==> src/rtl/instr_mem_loader.sv <==
// Instruction-memory loader: receives a 16-bit little-endian word count N and
// then N little-endian 32-bit words over a byte stream, and writes each word to
// instruction memory. Holds the CPU in reset until the load completes.
// Optional LOADER_CHECKSUM_EN adds a trailing XOR check byte that is verified
// before the load is reported done.
// Latency: one WRITE cycle after every 4th data byte. byte_ready_o is low during
// WRITE, so the byte source is stalled rather than dropped.
module instr_mem_loader #(
  parameter int          WORDS     = 128,
  parameter logic [31:0] BASE_ADDR = 32'd0
) (
  input  logic        clk_i,
  input  logic        rst_n,
  input  logic        start_i,
  input  logic        byte_valid_i,
  input  logic [7:0]  byte_data_i,
  output logic        byte_ready_o,
  output logic        im_we_o,
  output logic [31:0] im_addr_o,
  output logic [31:0] im_wdata_o,
  output logic        cpu_rst_n_o,
  output logic        done_o,
  output logic        err_o
);

`ifdef LOADER_CHECKSUM_EN
  typedef enum logic [2:0] {IDLE, LEN_LO, LEN_HI, DATA, WRITE, DONE, ERR, CSUM} state_t;
`else
  typedef enum logic [2:0] {IDLE, LEN_LO, LEN_HI, DATA, WRITE, DONE, ERR} state_t;
`endif

  state_t      state_q, state_d;
  logic [15:0] n_q;
  logic [15:0] idx_q;
  logic [1:0]  bcnt_q;
  logic [23:0] asm_q;
  logic [31:0] addr_q;
  logic [31:0] wdata_q;
  logic [15:0] len_full;
  logic        xfer;
  logic        restart;
`ifdef LOADER_CHECKSUM_EN
  logic [7:0]  csum_q;
`endif

  assign xfer     = byte_valid_i & byte_ready_o;
  assign len_full = {byte_data_i, n_q[7:0]};
  assign restart  = start_i & ((state_q == IDLE) | (state_q == DONE) | (state_q == ERR));

  assign im_we_o     = (state_q == WRITE);
  assign im_addr_o   = addr_q;
  assign im_wdata_o  = wdata_q;
  assign cpu_rst_n_o = (state_q == DONE);
  assign done_o      = (state_q == DONE);
  assign err_o       = (state_q == ERR);

  // State register
  always_ff @(posedge clk_i or negedge rst_n) begin
    if (!rst_n) state_q <= IDLE;
    else        state_q <= state_d;
  end

  // Next-state logic and byte-ready handshake
  always_comb begin
    state_d      = state_q;
    byte_ready_o = 1'b0;
    case (state_q)
      IDLE: if (start_i) state_d = LEN_LO;
      LEN_LO: begin
        byte_ready_o = 1'b1;
        if (byte_valid_i) state_d = LEN_HI;
      end
      LEN_HI: begin
        byte_ready_o = 1'b1;
        if (byte_valid_i) begin
          if (len_full == 16'd0)
`ifdef LOADER_CHECKSUM_EN
            state_d = CSUM;
`else
            state_d = DONE;
`endif
          else if ({16'd0, len_full} > 32'(WORDS)) state_d = ERR;
          else                                     state_d = DATA;
        end
      end
      DATA: begin
        byte_ready_o = 1'b1;
        if (byte_valid_i && bcnt_q == 2'd3) state_d = WRITE;
      end
      WRITE: begin
        if (idx_q + 16'd1 == n_q)
`ifdef LOADER_CHECKSUM_EN
          state_d = CSUM;
`else
          state_d = DONE;
`endif
        else
          state_d = DATA;
      end
`ifdef LOADER_CHECKSUM_EN
      CSUM: begin
        byte_ready_o = 1'b1;
        if (byte_valid_i) state_d = (byte_data_i == csum_q) ? DONE : ERR;
      end
`endif
      DONE, ERR: if (start_i) state_d = LEN_LO;
      default: state_d = IDLE;
    endcase
  end

  // Length capture, word assembly, write address/data and word index
  always_ff @(posedge clk_i or negedge rst_n) begin
    if (!rst_n) begin
      n_q     <= 16'd0;
      idx_q   <= 16'd0;
      bcnt_q  <= 2'd0;
      asm_q   <= 24'd0;
      addr_q  <= 32'd0;
      wdata_q <= 32'd0;
`ifdef LOADER_CHECKSUM_EN
      csum_q  <= 8'd0;
`endif
    end else begin
      if (restart) begin
        n_q    <= 16'd0;
        idx_q  <= 16'd0;
        bcnt_q <= 2'd0;
`ifdef LOADER_CHECKSUM_EN
        csum_q <= 8'd0;
`endif
      end
      if (xfer) begin
        case (state_q)
          LEN_LO: n_q[7:0]  <= byte_data_i;
          LEN_HI: n_q[15:8] <= byte_data_i;
          DATA: begin
            bcnt_q <= bcnt_q + 2'd1;
`ifdef LOADER_CHECKSUM_EN
            csum_q <= csum_q ^ byte_data_i;
`endif
            case (bcnt_q)
              2'd0: asm_q[7:0]   <= byte_data_i;
              2'd1: asm_q[15:8]  <= byte_data_i;
              2'd2: asm_q[23:16] <= byte_data_i;
              default: begin
                wdata_q <= {byte_data_i, asm_q};
                addr_q  <= BASE_ADDR + {14'd0, idx_q, 2'b00};
              end
            endcase
          end
          default: ;
        endcase
      end
      if (state_q == WRITE) idx_q <= idx_q + 16'd1;
    end
  end

endmodule

==> config.mk <==
export PLATFORM = sky130hd
export DESIGN_NAME = instr_mem_loader
export DESIGN_NICKNAME = d
export VERILOG_FILES = /design/src/rtl/instr_mem_loader.sv
export SDC_FILE = /design/constraint.sdc
export NUM_CORES = 1
export LEC_CHECK = 0
export ABC_AREA = 0
export CORE_MARGIN = 5
export CORE_UTILIZATION = 25
export CTS_CLUSTER_DIAMETER = 80
export DETAILED_ROUTE_END_ITERATION = 6
export PLACE_DENSITY = 0.46
export SYNTH_ARGS = -nofsm -noshare
export SYNTH_HDL_FRONTEND = slang
export SYNTH_SLANG_ARGS = --single-unit
==> constraint.sdc <==
create_clock -name clk_i -period 2.5 [get_ports clk_i]
set_input_delay 0.625 -clock clk_i [delete_from_list [all_inputs] [get_ports clk_i]]
set_output_delay 0.625 -clock clk_i [all_outputs]
set_load 0.01 [all_outputs]
==> run_results.csv <==
group,metric,value,unit
synthesis,ys_warn_count,0,
sta,worst_pin_slew,0.644,ns
worst_setup_path,endpoint_kind,"output pin",
final_layout,syn_to_final_growth,28.0,%
sta,maxSlewHeadroom,0.570,
die,dieArea,0.0237,mm2
die,core_area,0.0203,mm2
worst_setup_path,required,1.88,ns
clocking,clock_path_buffers,2,
place,port_buffers,64,
sta,max_freq,431,MHz
final_layout,final_cells,829,
worst_setup_path,slowest_delay,0.56,ns
place,dp.cells,812,
detailed_routing,drt-initial-drc-count,145,
synthesis,ys_top_cells_by_count,"109 x dfrtp_1, 71 x mux2_2, 62 x nand2_1, 41 x o21ai_0, 18 x buf_4",
sta,skew,0.00660,ns
synthesis,yosysTopAreaCell,"dfrtp_1",
detailed_routing,vias,3610,
die,die_w,154,um
sta,rsz0062_at_grt,"false",
synthesis,synthArstFlopShare,1.00,
clocking,ctsHoldBuffers,0,
synthesis,ys.flop_type,"dfrtp_1",
clocking,h-tree-depth,3,
sta,finalHoldViolations,0,
detailed_routing,drc,0,
global_route,grt_pass1_wl,21.1,mm
min_path,hold_class,"input pin to async pin",
sta,fin_crit,2.32,ns
clocking,cts_made_buffers,9,
worst_setup_path,r2r_slack,0.20,ns
final_layout,finalInstanceArea,0.00664,mm2
global_route,track_usage,0.112,
pwr,p_total,5.55,mW
clocking,path_clk_slew,0.08,ns
pwr,powerDensity,836,mW/mm2
synthesis,yosysTopAreaCellShare,0.526,
final_layout,final_nets,571,
worst_setup_path,cp_max_fo,7,
worst_setup_path,worst_path_max_delay_cell,"clkdlybuf4s50_1",
synthesis,synthCells,461,
clocking,ctsRootBufferMaster,"clkbuf_16",
synthesis,synth_area_leaders,"dfrtp_1 53%, mux2_2 15%, nand2_1 4.5%",
detailed_routing,wl_per_cell,15.7,um
global_route,antenna_found_initial,0,
detailed_routing,dr.pass1.iters,4,
worst_setup_path,r2r_start,"idx_q[0]",
worst_setup_path,path_cells,"nor2b_1 > nand2b_1 > inv_2 > clkdlybuf4s50_1",
synthesis,syn_area,0.00518,mm2
final_layout,diodes,0,
synthesis,syn_area_per_cell,11.2,um2
synthesis,ys_ff_latch,109,
die,top_level_ports,81,
sta,setup_viol,0,
worst_setup_path,r2r-end,"state_q[1]",
final_layout,fin_util,0.327,
sta,finalCritPeriodShare,0.929,
global_route,grt_max_degree,50,
detailed_routing,drt-total-wl,13.0,mm
worst_setup_path,reg2reg_depth,9,
place,dpl-instance-area,0.00629,mm2
die,start_util,0.255,
job,maxCapViolations,0,
final_layout,final_layout_size_suffix_gt1_frac,0.261,
synthesis,synth_edf_count,0,
global_route,grt_pass1_vias,3707,
die,rows,52,
pwr,peakVddDrop,0.000341,V
detailed_routing,ant_nets,0,
place,hpwl,9.26,mm
clocking,clock_sinks,109,
detailed_routing,via_per_inst,4.35,
synthesis,synth.distinct_cells,49,
place,gp_congestion,0.848,
sta,finalMaxSlewViolations,0,
sta,setup_tns,0,ns
pwr,p_leak,3.07,nW
run_status,status,"complete, no violations",
synthesis,yosysSeqAreaShare,0.526,
clocking,cts_tree,"done",
clocking,clk_latency,0.35,ns
worst_setup_path,critical_path_class,"register to output pin",
synthesis,yosysMostFrequentCell,"dfrtp_1",
worst_setup_path,cp-start-kind,"register",
die,die_h,154,um
worst_setup_path,cp.arrival,1.70,ns
global_route,grt_overflow_total,0,
flip-flops by register name, summed over array words and instances, names as in the netlist:
register / cells
im_wdata_o: 32
n_q: 16
idx_q: 16
asm_q: 24
bcnt_q: 2
im_addr_o: 16
state_q: 3
worst max-delay path: cells and delay by family (launching register included):
kind	cells	cell delay (ns)
simple gates	2	0.23
flops	1	0.39
buf+inv	2	0.72
how the worst max path moves through the flow:
stage                     slack (ns)  cells after the start         end        from
final                           0.18                      4     im_we_o  state_q[1]
after global routing            0.03                     10  state_q[1]    idx_q[0]
after CTS                      0.005                      4     im_we_o  state_q[1]
after detailed placement      -0.006                      9  state_q[1]    idx_q[1]
after global placement          0.06                      9  state_q[1]    idx_q[0]
after floorplan                 0.30                      7  state_q[1]    idx_q[0]
per-stage QoR:
| step | setup WS, ns | hold slack (ns) |
|---|---|---|
| 6_report | 0.178 | 0.254 |
| 5_1_grt | 0.0311 | 0.295 |
| 4_1_cts | 0.00506 | 0.265 |
| 3_5_place_dp | -0.00646 | 0.474 |
| 3_3_place_gp | 0.0562 | 0.464 |
| 2_1_floorplan | 0.298 | 0.329 |
cells in the final DEF, fill, tap and decap left out, types with 3 or more instances in the layout:
| master | n |
|---|---|
| nand3_1 | 17 |
| a21oi_1 | 10 |
| o21ai_0 | 40 |
| nor2_1 | 13 |
| nand3b_1 | 3 |
| xnor2_1 | 16 |
| clkdlybuf4s50_1 | 63 |
| nor3_1 | 4 |
| nand4_1 | 5 |
| ha_1 | 4 |
| nand2b_1 | 3 |
| and3_1 | 4 |
| mux2_2 | 71 |
| inv_1 | 5 |
| buf_4 | 43 |
| nor4_1 | 6 |
| nand2_1 | 61 |
| dfrtp_1 | 109 |
| clkbuf_16 | 9 |
| and2_1 | 3 |
| inv_6 | 3 |
| o31ai_1 | 8 |
| conb_1 | 16 |
| xor2_1 | 7 |
metal layers:
| layer | GRT usage | up-vias | wire length, um |
|---|---|---|---|
| met4 | 0.0240 | 0 | 110 |
| li1 | - | 1757 | - |
| met1 | 0.154 | 1764 | 6280 |
| met5 | 0 | - | 0 |
| met2 | 0.176 | 79 | 6030 |
| met3 | 0.0326 | 10 | 633 |
cell type report:
type,instances,area [um2]
clock inverters,7,93.8
fillers,2073,13700
well taps,270,338
inverters,6,22.5
multi-input cells,320,2240
clock buffers,9,225
flip-flops and latches,109,2730
repair buffers,108,993
logic make-up after synthesis:
kind of cell    count (synthesis)  share of synthesized area
fa+ha+maj                       5                     0.0121
flops                         109                      0.526
xor+xnor                       23                     0.0389
other cells                     1                   0.000723
simple gates                  134                      0.130
mux                            73                      0.158
buf+inv                        47                     0.0586
compound gates                 69                     0.0758
timing repair:
action	4_1_cts	5_1_grt
endpoints found under the setup margin	2	6
setup buffers	0	1
pin swaps	0	3
gates resized for setup	2	5
report_power, final:
part / internal [mW] / leakage, nW / switching [mW]
combinational: 0.795 / 1.42 / 0.874
sequential: 2.10 / 1.49 / 0.264
clock: 0.804 / 0.156 / 0.715
No activity file was read; power rests on OpenSTA's default activity.
